## config.mk

```make
export PLATFORM = sky130hd
export DESIGN_NAME = vga_timing
export DESIGN_NICKNAME = d
export VERILOG_FILES = /design/src/rtl/vga_pkg.sv /design/src/rtl/vga_axis_counter.sv /design/src/rtl/vga_timing.sv
export SDC_FILE = /design/constraint.sdc
export NUM_CORES = 1
export LEC_CHECK = 0
export BUFFER_PORTS_ARGS = -buffer_cell sky130_fd_sc_hd__buf_4
export CORE_UTILIZATION = 40
export DETAILED_ROUTE_END_ITERATION = 10
export SLEW_MARGIN = 25
export SYNTH_ARGS = -nofsm -noshare
export SYNTH_HDL_FRONTEND = slang
export SYNTH_SLANG_ARGS = --single-unit
export TNS_END_PERCENT = 1
```

## constraint.sdc

```tcl
create_clock -name i_clk -period 5.6 [get_ports i_clk]
set_input_delay 0.56 -clock i_clk [delete_from_list [all_inputs] [get_ports i_clk]]
set_output_delay 0.56 -clock i_clk [all_outputs]
set_load 0.02 [all_outputs]
```

## src/rtl/vga_pkg.sv

```systemverilog
// -----------------------------------------------------------------------------
// vga_pkg
// Shared constants and helpers for the VGA timing generator.
//   - Default 640x480@60 timing (pixels / lines), default coordinate width.
//   - Helpers to derive axis totals and sync window bounds.
//   - sync_bus_t: the bundle of signals that travels through the sync delay line.
// -----------------------------------------------------------------------------
package vga_pkg;

  localparam int H_ACTIVE_DEF = 640;
  localparam int H_FP_DEF     = 16;
  localparam int H_SYNC_DEF   = 96;
  localparam int H_BP_DEF     = 48;
  localparam int V_ACTIVE_DEF = 480;
  localparam int V_FP_DEF     = 10;
  localparam int V_SYNC_DEF   = 2;
  localparam int V_BP_DEF     = 33;
  localparam int COORD_W_DEF  = 12;

  // Total slots (or lines) along one axis.
  function automatic int axis_total(input int active, input int fp,
                                    input int sync, input int bp);
    return active + fp + sync + bp;
  endfunction

  // First position of the sync pulse (inclusive).
  function automatic int sync_start(input int active, input int fp);
    return active + fp;
  endfunction

  // First position after the sync pulse (exclusive bound).
  function automatic int sync_end(input int active, input int fp, input int sync);
    return active + fp + sync;
  endfunction

  localparam int H_TOTAL_DEF = axis_total(H_ACTIVE_DEF, H_FP_DEF, H_SYNC_DEF, H_BP_DEF);
  localparam int V_TOTAL_DEF = axis_total(V_ACTIVE_DEF, V_FP_DEF, V_SYNC_DEF, V_BP_DEF);

  // Signals that are delayed together to line up with renderer latency.
  typedef struct packed {
    logic hsync;
    logic vsync;
    logic blank;
  } sync_bus_t;

endpackage

```

## src/rtl/vga_axis_counter.sv

```systemverilog
// -----------------------------------------------------------------------------
// vga_axis_counter
// One axis (horizontal or vertical) of the VGA raster: a wrapping position
// counter plus combinational decode of the current position.
// Ports:
//   i_clk     system clock
//   i_rst     asynchronous active-high reset (count -> 0)
//   i_en      advance by one position this cycle
//   o_count   current position, 0..TOTAL-1
//   o_wrap    current position is the last one (next advance returns to 0)
//   o_active  current position is inside the visible region
//   o_sync    sync level for the current position (POL when asserted)
// -----------------------------------------------------------------------------
module vga_axis_counter
  import vga_pkg::*;
#(
  parameter int ACTIVE = H_ACTIVE_DEF,
  parameter int FP     = H_FP_DEF,
  parameter int SYNC   = H_SYNC_DEF,
  parameter int BP     = H_BP_DEF,
  parameter bit POL    = 1'b0,
  parameter int W      = COORD_W_DEF
) (
  input  logic         i_clk,
  input  logic         i_rst,
  input  logic         i_en,
  output logic [W-1:0] o_count,
  output logic         o_wrap,
  output logic         o_active,
  output logic         o_sync
);

  localparam int TOTAL = axis_total(ACTIVE, FP, SYNC, BP);

  localparam logic [W-1:0] LAST    = W'(TOTAL - 1);
  localparam logic [W-1:0] ACT_END = W'(ACTIVE);
  localparam logic [W-1:0] SYNC_LO = W'(sync_start(ACTIVE, FP));
  localparam logic [W-1:0] SYNC_HI = W'(sync_end(ACTIVE, FP, SYNC));

  logic [W-1:0] count_q;
  logic [W-1:0] count_d;
  logic         in_sync;

  always_comb begin
    count_d = count_q;
    if (i_en) begin
      count_d = (count_q == LAST) ? '0 : count_q + W'(1);
    end
  end

  always_ff @(posedge i_clk or posedge i_rst) begin
    if (i_rst) begin
      count_q <= '0;
    end else begin
      count_q <= count_d;
    end
  end

  assign in_sync  = (count_q >= SYNC_LO) && (count_q < SYNC_HI);
  assign o_count  = count_q;
  assign o_wrap   = (count_q == LAST);
  assign o_active = (count_q < ACT_END);
  assign o_sync   = in_sync ? POL : !POL;

endmodule

```

## src/rtl/vga_timing.sv

```systemverilog
// -----------------------------------------------------------------------------
// vga_timing
// Parametrised VGA raster timing generator running entirely in the i_clk
// domain. A prescaler produces a one-cycle pixel-slot strobe; horizontal and
// vertical axis counters advance on that strobe. All outputs are registered
// and load the decode of the current (h,v) on the strobe edge, so they show
// position p during the slot that follows the edge.
// Ports:
//   i_clk           system clock
//   i_rst           asynchronous active-high reset
//   o_pix_ce        pixel-slot strobe (one i_clk cycle per CLK_DIV cycles)
//   o_hsync/o_vsync sync outputs, delayed by SYNC_DELAY slots
//   o_blank         1 outside the visible area, delayed by SYNC_DELAY slots
//   o_active        1 inside the visible area (undelayed)
//   o_x/o_y         raw raster position including blanking (undelayed)
//   o_line_start    one-cycle pulse when o_x loads 0
//   o_frame_start   one-cycle pulse when (o_x,o_y) loads (0,0)
//   o_vblank_start  one-cycle pulse when (o_x,o_y) loads (0,V_ACTIVE)
// -----------------------------------------------------------------------------
module vga_timing
  import vga_pkg::*;
#(
  parameter int H_ACTIVE   = H_ACTIVE_DEF,
  parameter int H_FP       = H_FP_DEF,
  parameter int H_SYNC     = H_SYNC_DEF,
  parameter int H_BP       = H_BP_DEF,
  parameter int V_ACTIVE   = V_ACTIVE_DEF,
  parameter int V_FP       = V_FP_DEF,
  parameter int V_SYNC     = V_SYNC_DEF,
  parameter int V_BP       = V_BP_DEF,
  parameter bit H_SYNC_POL = 1'b0,
  parameter bit V_SYNC_POL = 1'b0,
  parameter int CLK_DIV    = 2,
  parameter int SYNC_DELAY = 0,
  parameter int COORD_W    = COORD_W_DEF
) (
  input  logic               i_clk,
  input  logic               i_rst,
  output logic               o_pix_ce,
  output logic               o_hsync,
  output logic               o_vsync,
  output logic               o_blank,
  output logic               o_active,
  output logic [COORD_W-1:0] o_x,
  output logic [COORD_W-1:0] o_y,
  output logic               o_line_start,
  output logic               o_frame_start,
  output logic               o_vblank_start
);

  // CLK_DIV is limited to 1..16, so the prescaler fits in 4 bits.
  localparam logic [3:0]         DIV_LAST    = 4'(CLK_DIV - 1);
  localparam logic [COORD_W-1:0] VBLANK_ROW  = COORD_W'(V_ACTIVE);
  localparam sync_bus_t          SYNC_IDLE   = '{hsync: !H_SYNC_POL,
                                                 vsync: !V_SYNC_POL,
                                                 blank: 1'b1};

  // ---------------------------------------------------------------------------
  // Prescaler. ce_q is registered alongside div_q so that it equals
  // (div_q == CLK_DIV-1) in normal operation but is held low during reset,
  // which matters for CLK_DIV=1 where the compare would otherwise be true.
  // ---------------------------------------------------------------------------
  logic [3:0] div_q;
  logic [3:0] div_d;
  logic       ce_q;
  logic       ce_d;

  always_comb begin
    div_d = (div_q == DIV_LAST) ? 4'd0 : div_q + 4'd1;
    ce_d  = (div_d == DIV_LAST);
  end

  always_ff @(posedge i_clk or posedge i_rst) begin
    if (i_rst) begin
      div_q <= 4'd0;
      ce_q  <= 1'b0;
    end else begin
      div_q <= div_d;
      ce_q  <= ce_d;
    end
  end

  // ---------------------------------------------------------------------------
  // Axis counters. The vertical counter steps on the same strobe edge as the
  // horizontal wrap, so vsync edges line up with h=0.
  // ---------------------------------------------------------------------------
  logic [COORD_W-1:0] h_count;
  logic [COORD_W-1:0] v_count;
  logic               h_wrap;
  logic               v_wrap;
  logic               h_active;
  logic               v_active;
  logic               h_sync;
  logic               v_sync;
  logic               v_en;

  assign v_en = ce_q && h_wrap;

  vga_axis_counter #(
    .ACTIVE (H_ACTIVE),
    .FP     (H_FP),
    .SYNC   (H_SYNC),
    .BP     (H_BP),
    .POL    (H_SYNC_POL),
    .W      (COORD_W)
  ) u_h_axis (
    .i_clk    (i_clk),
    .i_rst    (i_rst),
    .i_en     (ce_q),
    .o_count  (h_count),
    .o_wrap   (h_wrap),
    .o_active (h_active),
    .o_sync   (h_sync)
  );

  vga_axis_counter #(
    .ACTIVE (V_ACTIVE),
    .FP     (V_FP),
    .SYNC   (V_SYNC),
    .BP     (V_BP),
    .POL    (V_SYNC_POL),
    .W      (COORD_W)
  ) u_v_axis (
    .i_clk    (i_clk),
    .i_rst    (i_rst),
    .i_en     (v_en),
    .o_count  (v_count),
    .o_wrap   (v_wrap),
    .o_active (v_active),
    .o_sync   (v_sync)
  );

  // ---------------------------------------------------------------------------
  // Origin flags: line_origin_q is 1 exactly when h_count==0 and
  // frame_origin_q exactly when (h_count,v_count)==(0,0). They are derived
  // from the wrap flags at the advancing edge, which replaces wide zero
  // compares with one flop each. Both start at 1 because reset parks the
  // counters at the origin.
  // ---------------------------------------------------------------------------
  logic line_origin_q;
  logic frame_origin_q;

  always_ff @(posedge i_clk or posedge i_rst) begin
    if (i_rst) begin
      line_origin_q  <= 1'b1;
      frame_origin_q <= 1'b1;
    end else if (ce_q) begin
      line_origin_q  <= h_wrap;
      frame_origin_q <= h_wrap && v_wrap;
    end
  end

  // ---------------------------------------------------------------------------
  // Undelayed output registers. Strobes default low every cycle and are only
  // raised on a strobe edge, so they are one i_clk cycle wide for any divide.
  // ---------------------------------------------------------------------------
  logic [COORD_W-1:0] x_q;
  logic [COORD_W-1:0] y_q;
  logic               active_q;
  logic               line_start_q;
  logic               frame_start_q;
  logic               vblank_start_q;

  always_ff @(posedge i_clk or posedge i_rst) begin
    if (i_rst) begin
      x_q            <= '0;
      y_q            <= '0;
      active_q       <= 1'b0;
      line_start_q   <= 1'b0;
      frame_start_q  <= 1'b0;
      vblank_start_q <= 1'b0;
    end else begin
      line_start_q   <= 1'b0;
      frame_start_q  <= 1'b0;
      vblank_start_q <= 1'b0;
      if (ce_q) begin
        x_q            <= h_count;
        y_q            <= v_count;
        active_q       <= h_active && v_active;
        line_start_q   <= line_origin_q;
        frame_start_q  <= frame_origin_q;
        vblank_start_q <= line_origin_q && (v_count == VBLANK_ROW);
      end
    end
  end

  // ---------------------------------------------------------------------------
  // Sync delay line. Stage 0 is the output register aligned with o_x; each of
  // the SYNC_DELAY further stages adds one pixel slot. Reset fills every stage
  // with the idle (deasserted, blanked) pattern.
  // ---------------------------------------------------------------------------
  sync_bus_t sync_raw;
  sync_bus_t stage_q [0:SYNC_DELAY];

  assign sync_raw = '{hsync: h_sync, vsync: v_sync, blank: !(h_active && v_active)};

  always_ff @(posedge i_clk or posedge i_rst) begin
    if (i_rst) begin
      stage_q[0] <= SYNC_IDLE;
    end else if (ce_q) begin
      stage_q[0] <= sync_raw;
    end
  end

  for (genvar gi = 1; gi <= SYNC_DELAY; gi++) begin : g_delay
    always_ff @(posedge i_clk or posedge i_rst) begin
      if (i_rst) begin
        stage_q[gi] <= SYNC_IDLE;
      end else if (ce_q) begin
        stage_q[gi] <= stage_q[gi-1];
      end
    end
  end

  assign o_pix_ce       = ce_q;
  assign o_hsync        = stage_q[SYNC_DELAY].hsync;
  assign o_vsync        = stage_q[SYNC_DELAY].vsync;
  assign o_blank        = stage_q[SYNC_DELAY].blank;
  assign o_active       = active_q;
  assign o_x            = x_q;
  assign o_y            = y_q;
  assign o_line_start   = line_start_q;
  assign o_frame_start  = frame_start_q;
  assign o_vblank_start = vblank_start_q;

endmodule

```

== After elaboration in Yosys (flattened, before gate mapping) ==
Cells that the tools add are included.
W data, S select, Z words.
Word-level totals
  bits of input ports: 2
  register bits after elaboration: 62
  word-level logic and storage cells: 44
Cells by class
  add/sub/neg operators: 3
  multiplexer cells: 8
  equal/unequal tests: 5
  magnitude comparators: 6
  reduce and logical (&&, ||, !) cells: 7
Operators with widths (count)
  $add A12 B1 Y12 const B: 2
  $eq A12 B10 Y1 const B: 2
  $lt A12 B10 Y1 const B: 2
  $lt A12 B9 Y1 const B: 2
  $mux W12: 2
  $eq A12 B9 Y1 const B: 1
  $ge A12 B10 Y1 const B: 1
  $ge A12 B9 Y1 const B: 1
  $eq A4 B1 Y1 const B: 2
  $logic_and A1 B1 Y1: 6
  $mux W1: 5
  $add A4 B1 Y4 const B: 1
  $mux W4: 1
  $logic_not A1 Y1: 1

== Depth between registers and ports, before layout ==
Gate-level depths: netlist (run 1).
  depth after elaboration: 3
  depth in mapped cells: 7
  depth with buffers taken out: 6

== By module ==
From an unflattened synthesis (run 1), not the netlist that was laid out.
Second synthesis, totals
  cells, all modules: 230
  area, all modules: 2934.1 µm²
By module, submodules not included
  vga_timing: area an instance 1559.0 µm², sequential area each 957.2 µm², cells an instance 93, instances 1
  vga_axis_counter (u_h_axis): area an instance 710.7 µm², sequential area each 300.3 µm², cells an instance 73, instances 1
  vga_axis_counter (u_v_axis): area an instance 664.4 µm², sequential area each 300.3 µm², cells an instance 64, instances 1

== Least setup slack after synthesis (run 1) ==
No wires, ideal clock.
  path kind: reg-to-reg
  start point: register u_h_axis.count_q[0] (netlist: u_h_axis.o_count[0])
  end point: register u_v_axis.count_q[9] (netlist: u_v_axis.o_count[9])
  setup time: 0.083 ns
  period minus slack after synthesis: 1.960 ns
  path buffers: 1
  arrival: 1.877 ns
  stages on the path, launching flop included: 7
  path slack: 3.640 ns
  path through: dfrtp_1 -> ha_1 -> nand3_1 -> or4b_4 -> buf_6 -> or4_1 -> o21ai_0
Between the ends
  longest elaborated chain between the ends: 2
RTL lines
  start, declared: line vga_axis_counter.sv:40  | logic [W-1:0] count_q;
  start signal, assigned: line vga_axis_counter.sv:55  | count_q <= count_d;
  $eq A12 B10 Y1: line vga_axis_counter.sv:61  | assign o_wrap = (count_q == LAST);
  $logic_and A1 B1 Y1: line vga_timing.sv:97  | assign v_en = ce_q && h_wrap;
  end signal, assigned: line vga_axis_counter.sv:55
  end, declared: line vga_axis_counter.sv:40
No other way between the ends.
A chain may end at the register's enable or synchronous reset.

== Final worst setup path (run 1) ==
  start point: register u_h_axis.count_q[0] (netlist: u_h_axis.o_count[0])
  end point: register u_v_axis.count_q[7] (netlist: u_v_axis.o_count[7])
The elaborated chain is that of the path after synthesis.

==> impl_metrics.env, run 1 <==
export IMPL_run_status="finished, final reports clean"
export IMPL_tightest_slew_ns=0.764
export IMPL_total_power_mw=0.849
export IMPL_setup_tns_ns=0
export IMPL_vias_per_cell=5.31
export IMPL_worst_setup_path_type="reg -> reg"
export IMPL_p_per_area_nw_per_um2=261
export IMPL_final_layout_size_suffix_gt1_frac=0.322
export IMPL_cp_cell_sequence="ha_1 -> nand3_1 -> nor4b_1 -> buf_4 -> nand4_1 -> o311ai_0"
export IMPL_synthCells=227
export IMPL_cts_setup_buffers=0
export IMPL_h_tree_depth=3
export IMPL_setup_viol=0
export IMPL_die_area_um2=7160
export IMPL_core_area_um2=6460
export IMPL_cts_hold_buffers_added=0
export IMPL_drt_drc_violations_left=0
export IMPL_synthesis_area_um2=2730
export IMPL_synth_async_reset_ratio=1.00
export IMPL_first_global_vias=1745
export IMPL_clk_root_buffer_cell="clkbuf_8"
export IMPL_clock_sinks=62
export IMPL_synth_warnings=0
export IMPL_cts_resized_gates=0
export IMPL_yosysUniqueCellTypes=41
export IMPL_gr_usage_all_layers=0.153
export IMPL_detailedRoute_firstPassIterationCount=6
export IMPL_hold_slack_ns=0.460
export IMPL_num_vias=1841
export IMPL_routabilityCongestion=0.755
export IMPL_port_buffers=33
export IMPL_pin_count=34
export IMPL_finalInstanceArea_um2=3250
export IMPL_design_final_nets=272
export IMPL_post_route_util=0.503
export IMPL_worst_setup_path_end_kind="flop"
export IMPL_worst_path_buf_inv=1
export IMPL_ys_flop_type="dfrtp_1"
export IMPL_timing_critical_path_from_type="flop"
export IMPL_largest_fanout_on_the_critical_path=9
export IMPL_slew_headroom=0.491
export IMPL_postPlaceCellArea_um2=3050
export IMPL_cts_buffers=9
export IMPL_grt_start_max_net_pins=63
export IMPL_timing_critical_path_slowest_stage_cell="nor4b_1"
export IMPL_floorplan_rows=29
export IMPL_sequentialPowerShare=0.528
export IMPL_most_common_library_cells_after_synthesis="dfrtp_1 (57), mux2_2 (25), nor2_1 (15)"
export IMPL_hold_viol=0
export IMPL_synth_most_common_cell="dfrtp_1"
export IMPL_ys_seq_area_frac=0.570
export IMPL_area_growth_pct=19.0
export IMPL_internal_power_mw=0.677
export IMPL_layout_min_cycle_time_ns=2.05
export IMPL_die_h_um=84.6
export IMPL_max_cap_viol_count=0
export IMPL_sw_frac_of_total=0.203
export IMPL_synth_top_area_frac=0.522
export IMPL_grt_antenna_before_repair=0
export IMPL_maxClockFrequency_ghz=0.488
export IMPL_clk_latency_ns=0.33
export IMPL_post_drt_wl_per_cell_um=14.4
export IMPL_preCtsSetupSlack_ns=3.58
export IMPL_total_leakage_power_nw=1.56
export IMPL_tritoncts="built"
export IMPL_setup_ws_ns=3.55
export IMPL_synth_top_cell_by_area="dfrtp_1"
export IMPL_skew_ns=0.00678
export IMPL_post_syn_area_per_cell_um2=12.0
export IMPL_critical_path_max_stage_delay_ns=0.48
export IMPL_synth_edf_count=0
export IMPL_dieWidth_um=84.6
export IMPL_total_switching_power_mw=0.172
export IMPL_place_detailed_instances=331
export IMPL_drc_marker_count_from_the_first_detailed_route_iteration=115
export IMPL_comb_power_share=0.011
export IMPL_dpl_hpwl_um=3250
export IMPL_diodes=0
export IMPL_antenna_violating_nets_post_route=0
export IMPL_cp_data_required_time_ns=5.81
export IMPL_grt_pass1_wl_um=8390
export IMPL_hp_class="in -> async"
export IMPL_slew_viol_final=0
export IMPL_share_of_power_burned_in_the_clock_network=0.461
export IMPL_cts_clk_slew_worst_paths_ns=0.07
export IMPL_critical_path_arrival_ns=2.26
export IMPL_power_ir_vdd_worst_uv=124
export IMPL_cell_family_contributing_the_most_delay_on_the_critical_path="simple AND/OR/NAND/NOR gates"
export IMPL_globalRoute_totalOverflow=0
export IMPL_routed_wl_um=5010
export IMPL_fin_crit_share=0.366
export IMPL_rsz_0062_raised_after_global_routing="false"
export IMPL_yosys_register_bits=62
export IMPL_final_cells=347
export IMPL_syn_num_nets=234
export IMPL_starting_density_of_the_core=0.423
export IMPL_max_clock_path_buffers=2
export IMPL_netlist_top_cells_area="dfrtp_1 (52%), mux2_2 (10%), dfstp_2 (4.8%)"
-- flip-flops by register name, indices dropped and copies added (netlist names) --
signal	count
o_line_start	1
o_hsync	1
line_origin_q	1
o_vblank_start	1
o_y	12
o_vsync	1
o_active	1
o_pix_ce	1
frame_origin_q	1
div_q	4
o_x	12
o_blank	1
o_frame_start	1
u_h_axis.o_count	12
u_v_axis.o_count	12
-- cells in the final DEF, fill, tap and decap left out, types with 2 or more instances in the layout --
cell type / count
a21oi_1: 3
dfrtp_1: 57
a22o_1: 4
xnor2_1: 11
or4_1: 2
nor3_1: 7
nor2_1: 15
o31ai_1: 2
or3_1: 2
ha_1: 5
o21ai_0: 7
nand3_1: 7
clkbuf_8: 11
and2_1: 3
mux2_2: 25
clkinv_2: 3
nor4_1: 3
dfstp_2: 5
buf_4: 36
nor4bb_1: 2
nand2_1: 12
nand4_1: 8
and3_2: 2
inv_1: 12
o21a_1: 2
and3_1: 3
xor2_1: 4
-- power by group through the flow --
stage | combinational (mW) | sequential [mW] | clock [mW]
global placement | 0.0101 | 0.456 | 0
global route | 0.0114 | 0.448 | 0.422
detailed placement | 0.0102 | 0.456 | 0
finish | 0.00940 | 0.448 | 0.392
CTS | 0.0101 | 0.448 | 0.403
floorplan | 0.00650 | 0.456 | 0
-- logic make-up after synthesis --
logic type      share of synthesized area
compound gates                     0.0641
xor+xnor                           0.0481
fa+ha+maj                          0.0229
buf+inv                            0.0357
flops                               0.570
mux                                 0.107
simple gates                        0.152
-- layer usage --
| layer | share of wire | global-route usage | routed length, µm |
|---|---|---|---|
| met1 | 0.52 | 0.222 | 2620 |
| met2 | 0.42 | 0.208 | 2130 |
| met3 | 0.034 | 0.0374 | 168 |
| met4 | 0.018 | 0.0847 | 88 |
| met5 | 0 | 0 | 0 |
-- cell type report --
type / count / area [µm²]
clock buffer: 12 / 155
clock inverter: 4 / 45.0
fill: 590 / 3210
inverter: 13 / 48.8
multi-input combinational: 143 / 1080
sequential: 62 / 1560
tap: 77 / 96.3
timing repair buffer: 36 / 270
-- tightest hold or removal path, delay by kind of cell --
kind	cells	cell delay, ns
buffers and inverters	3	0.74
-- path summary, 6_finish.rpt --
| kind | from | end | slack (ns) | cells after the start |
|---|---|---|---|---|
| worst min register to register | o_hsync | o_hsync | 0.49 | 2 |
| max in group asynchronous | i_rst | u_h_axis.o_count[9] | 4.64 | 3 |
| worst min-delay path | i_rst | u_v_axis.o_count[7] | 0.46 | 3 |
| min in group i_clk | o_hsync | o_hsync | 0.49 | 2 |
| worst max register to register | u_h_axis.o_count[0] | u_v_axis.o_count[7] | 3.55 | 6 |
| worst max-delay path | u_h_axis.o_count[0] | u_v_axis.o_count[7] | 3.55 | 6 |
Note: power is estimated with default switching activity, not from simulation.
==> inputs of run 2 (changes only) <==
--- a/config.mk
+++ b/config.mk
@@ -5,6 +5,7 @@
 export SDC_FILE = /design/constraint.sdc
 export NUM_CORES = 1
 export LEC_CHECK = 0
+export ABC_AREA = 1
 export BUFFER_PORTS_ARGS = -buffer_cell sky130_fd_sc_hd__buf_4
 export CORE_UTILIZATION = 40
 export DETAILED_ROUTE_END_ITERATION = 10
==> constraint.sdc (replaced) <==
create_clock -name i_clk -period 2.1 [get_ports i_clk]
set_input_delay 0.21 -clock i_clk [delete_from_list [all_inputs] [get_ports i_clk]]
set_output_delay 0.21 -clock i_clk [all_outputs]
set_load 0.02 [all_outputs]
==> impl_metrics.env, run 2 <==
export IMPL_hold_viol=0
export IMPL_grt_pass1_wl_um=10000
export IMPL_clk_latency_ns=0.33
export IMPL_design_final_nets=374
export IMPL_vias_per_cell=4.67
export IMPL_regArea_um2=1560
export IMPL_synth_top_area_frac=0.503
export IMPL_synthCells=327
export IMPL_layout_min_cycle_time_ns=1.63
export IMPL_min_delay_start="o_x[2]"
export IMPL_sw_frac_of_total=0.221
export IMPL_maxClockFrequency_ghz=0.612
export IMPL_clk_root_buffer_cell="clkbuf_8"
export IMPL_max_clock_path_buffers=2
export IMPL_tritoncts="built"
export IMPL_clock_sinks=62
export IMPL_h_tree_depth=3
export IMPL_largest_fanout_on_the_critical_path=16
export IMPL_syn_num_nets=334
export IMPL_final_fill_count=681
export IMPL_final_cells=468
export IMPL_p_per_area_nw_per_um2=640
export IMPL_multi_input_area_um2=1090
export IMPL_die_h_um=86.2
export IMPL_timing_critical_path_from_type="flop"
export IMPL_worst_setup_path_end_kind="flop"
export IMPL_grt_start_max_net_pins=63
export IMPL_worst_hold_path_endpoint="o_x[2]"
export IMPL_critical_path_arrival_ns=1.88
export IMPL_max_cap_viol_count=0
export IMPL_first_global_vias=2065
export IMPL_pin_count=34
export IMPL_place_detailed_instances=451
export IMPL_starting_density_of_the_core=0.415
export IMPL_cts_clk_slew_worst_paths_ns=0.07
export IMPL_total_switching_power_mw=0.479
export IMPL_cts_hold_buffers_added=1
export IMPL_final_layout_size_suffix_gt1_frac=0.180
export IMPL_power_ir_vdd_worst_uv=334
export IMPL_tightest_slew_ns=0.448
export IMPL_share_of_power_burned_in_the_clock_network=0.435
export IMPL_synth_warnings=0
export IMPL_cts_resized_gates=0
export IMPL_yosysUniqueCellTypes=29
export IMPL_dieWidth_um=86.2
export IMPL_die_area_um2=7430
export IMPL_drc_marker_count_from_the_first_detailed_route_iteration=105
export IMPL_internal_power_mw=1.69
export IMPL_cp_data_required_time_ns=2.34
export IMPL_worst_setup_path_type="reg -> reg"
export IMPL_post_drt_wl_per_cell_um=12.7
export IMPL_setup_reg_to_reg_worst_slack_ns=0.47
export IMPL_antenna_violating_nets_post_route=0
export IMPL_slew_headroom=0.700
export IMPL_detailedRoute_firstPassIterationCount=5
export IMPL_run_status="finished, final reports clean"
export IMPL_ys_seq_area_frac=0.549
export IMPL_setup_tns_ns=0
export IMPL_rsz_0062_raised_after_global_routing="false"
export IMPL_cts_buffers=9
export IMPL_area_growth_pct=19.4
export IMPL_fin_crit_share=0.778
export IMPL_comb_power_share=0.014
export IMPL_num_vias=2184
export IMPL_hp_class="reg -> reg"
export IMPL_ys_flop_type="dfrtp_1"
export IMPL_worstHoldPathCells=2
export IMPL_routed_wl_um=5940
export IMPL_core_area_um2=6830
export IMPL_most_common_library_cells_after_synthesis="nand2_1 (91), dfrtp_1 (57), inv_1 (37)"
export IMPL_worst_r2r_path_depth=5
export IMPL_synth_most_common_cell="nand2_1"
export IMPL_sequentialPowerShare=0.551
export IMPL_synth_top_cell_by_area="dfrtp_1"
export IMPL_yosys_register_bits=62
export IMPL_total_power_mw=2.17
export IMPL_most_frequent_cells_in_the_layout="nand2_1 (91), dfrtp_1 (57), inv_1 (36)"
export IMPL_r2r_start="u_h_axis.o_count[0]"
export IMPL_grt_antenna_before_repair=0
export IMPL_globalRoute_totalOverflow=0
export IMPL_post_syn_area_per_cell_um2=8.67
export IMPL_crit_reg2reg_capture="u_v_axis.o_count[6]"
export IMPL_floorplan_rows=30
export IMPL_skew_ns=0.00642
export IMPL_synth_edf_count=0
export IMPL_gr_usage_all_layers=0.178
export IMPL_total_leakage_power_nw=1.68
export IMPL_drt_drc_violations_left=0
export IMPL_diodes=0
export IMPL_netlist_top_cells_area="dfrtp_1 (50%), nand2_1 (12%), o21ai_0 (5.3%)"
export IMPL_setup_viol=0
export IMPL_cts_setup_buffers=0
export IMPL_slew_viol_final=0
export IMPL_synth_async_reset_ratio=1.00
export IMPL_most_frequent_standard_cell_in_the_layout_excluding_fill_and_tap_cells="nand2_1"
export IMPL_port_buffers=33
export IMPL_routabilityCongestion=0.916
export IMPL_synthesis_area_um2=2840
export IMPL_dpl_hpwl_um=3960
run 2: cell count changes after synthesis, sizes merged, moves of 14 or more:
| cell | before | now |
|---|---|---|
| nand2 | 12 | 92 |
| o21ai | 7 | 30 |
| mux2 | 25 | 0 |
| inv | 13 | 39 |
| nand3 | 7 | 24 |
| nor2 | 15 | 29 |
run 2: power groups by stage:
stage	logic (mW)	registers (mW)	clock network, mW
after floorplan	0.0173	1.22	0
after global placement	0.0307	1.22	0
after detailed placement	0.0312	1.22	0
after CTS	0.0325	1.19	0.972
after global routing	0.0359	1.19	1.03
final	0.0299	1.19	0.943
run 2: cell families after synthesis:
| group | Yosys count | share of synthesized area |
|---|---|---|
| AO/OA/AOI/OAI | 37 | 0.0684 |
| buffers and inverters | 47 | 0.0662 |
| XOR/XNOR | 13 | 0.0401 |
| flip-flops | 62 | 0.549 |
| AND/OR/NAND/NOR | 163 | 0.254 |
| adder cells (fa/ha/maj) | 5 | 0.0221 |
run 2: worst max-delay path, stage by stage (launching register included):
cell and delay (ns):
dfrtp_1 0.39, ha_1 0.18, nand3_1 0.15, nor2_4 0.15
nand4_2 0.37, o21ai_0 0.30
run 2: how the worst max path moves through the flow:
stage | startpoint | endpoint | slack, ns | cells after the start
floorplan | i_rst | div_q[0] | 0.36 | 1
global placement | u_h_axis.o_count[0] | u_v_axis.o_count[6] | 0.52 | 6
detailed placement | u_h_axis.o_count[0] | u_v_axis.o_count[6] | 0.46 | 5
CTS | u_h_axis.o_count[0] | u_v_axis.o_count[6] | 0.44 | 5
global route | u_h_axis.o_count[0] | u_v_axis.o_count[8] | 0.26 | 6
finish | u_h_axis.o_count[0] | u_v_axis.o_count[6] | 0.47 | 5
run 2: layout make-up:
class,count,share of cell area
Tap cell,96,0.0355
Inverter,39,0.0432
Multi-Input combinational cell,218,0.322
Timing Repair Buffer,37,0.0865
Sequential cell,62,0.460
Clock inverter,4,0.00665
Clock buffer,12,0.0458
run 2: per-stage QoR:
stage,worst slack [ns],cell area [µm²],hold WS [ns],utilization
detailed placement,0.459,3200,0.312,0.468
floorplan,0.357,2840,0.437,-
finish,0.465,3390,0.469,0.496
global route,0.258,3390,0.491,0.496
CTS,0.437,3390,0.472,0.496
global placement,0.516,3200,0.308,0.468
run 2: per-layer routing:
metal  part of all wire  up-vias  GRT usage
met4              0.014        0     0.0636
li1                   -     1115          -
met3              0.049        7     0.0533
met5                  0        -          0
met1               0.51     1017      0.261
met2               0.42       45      0.250
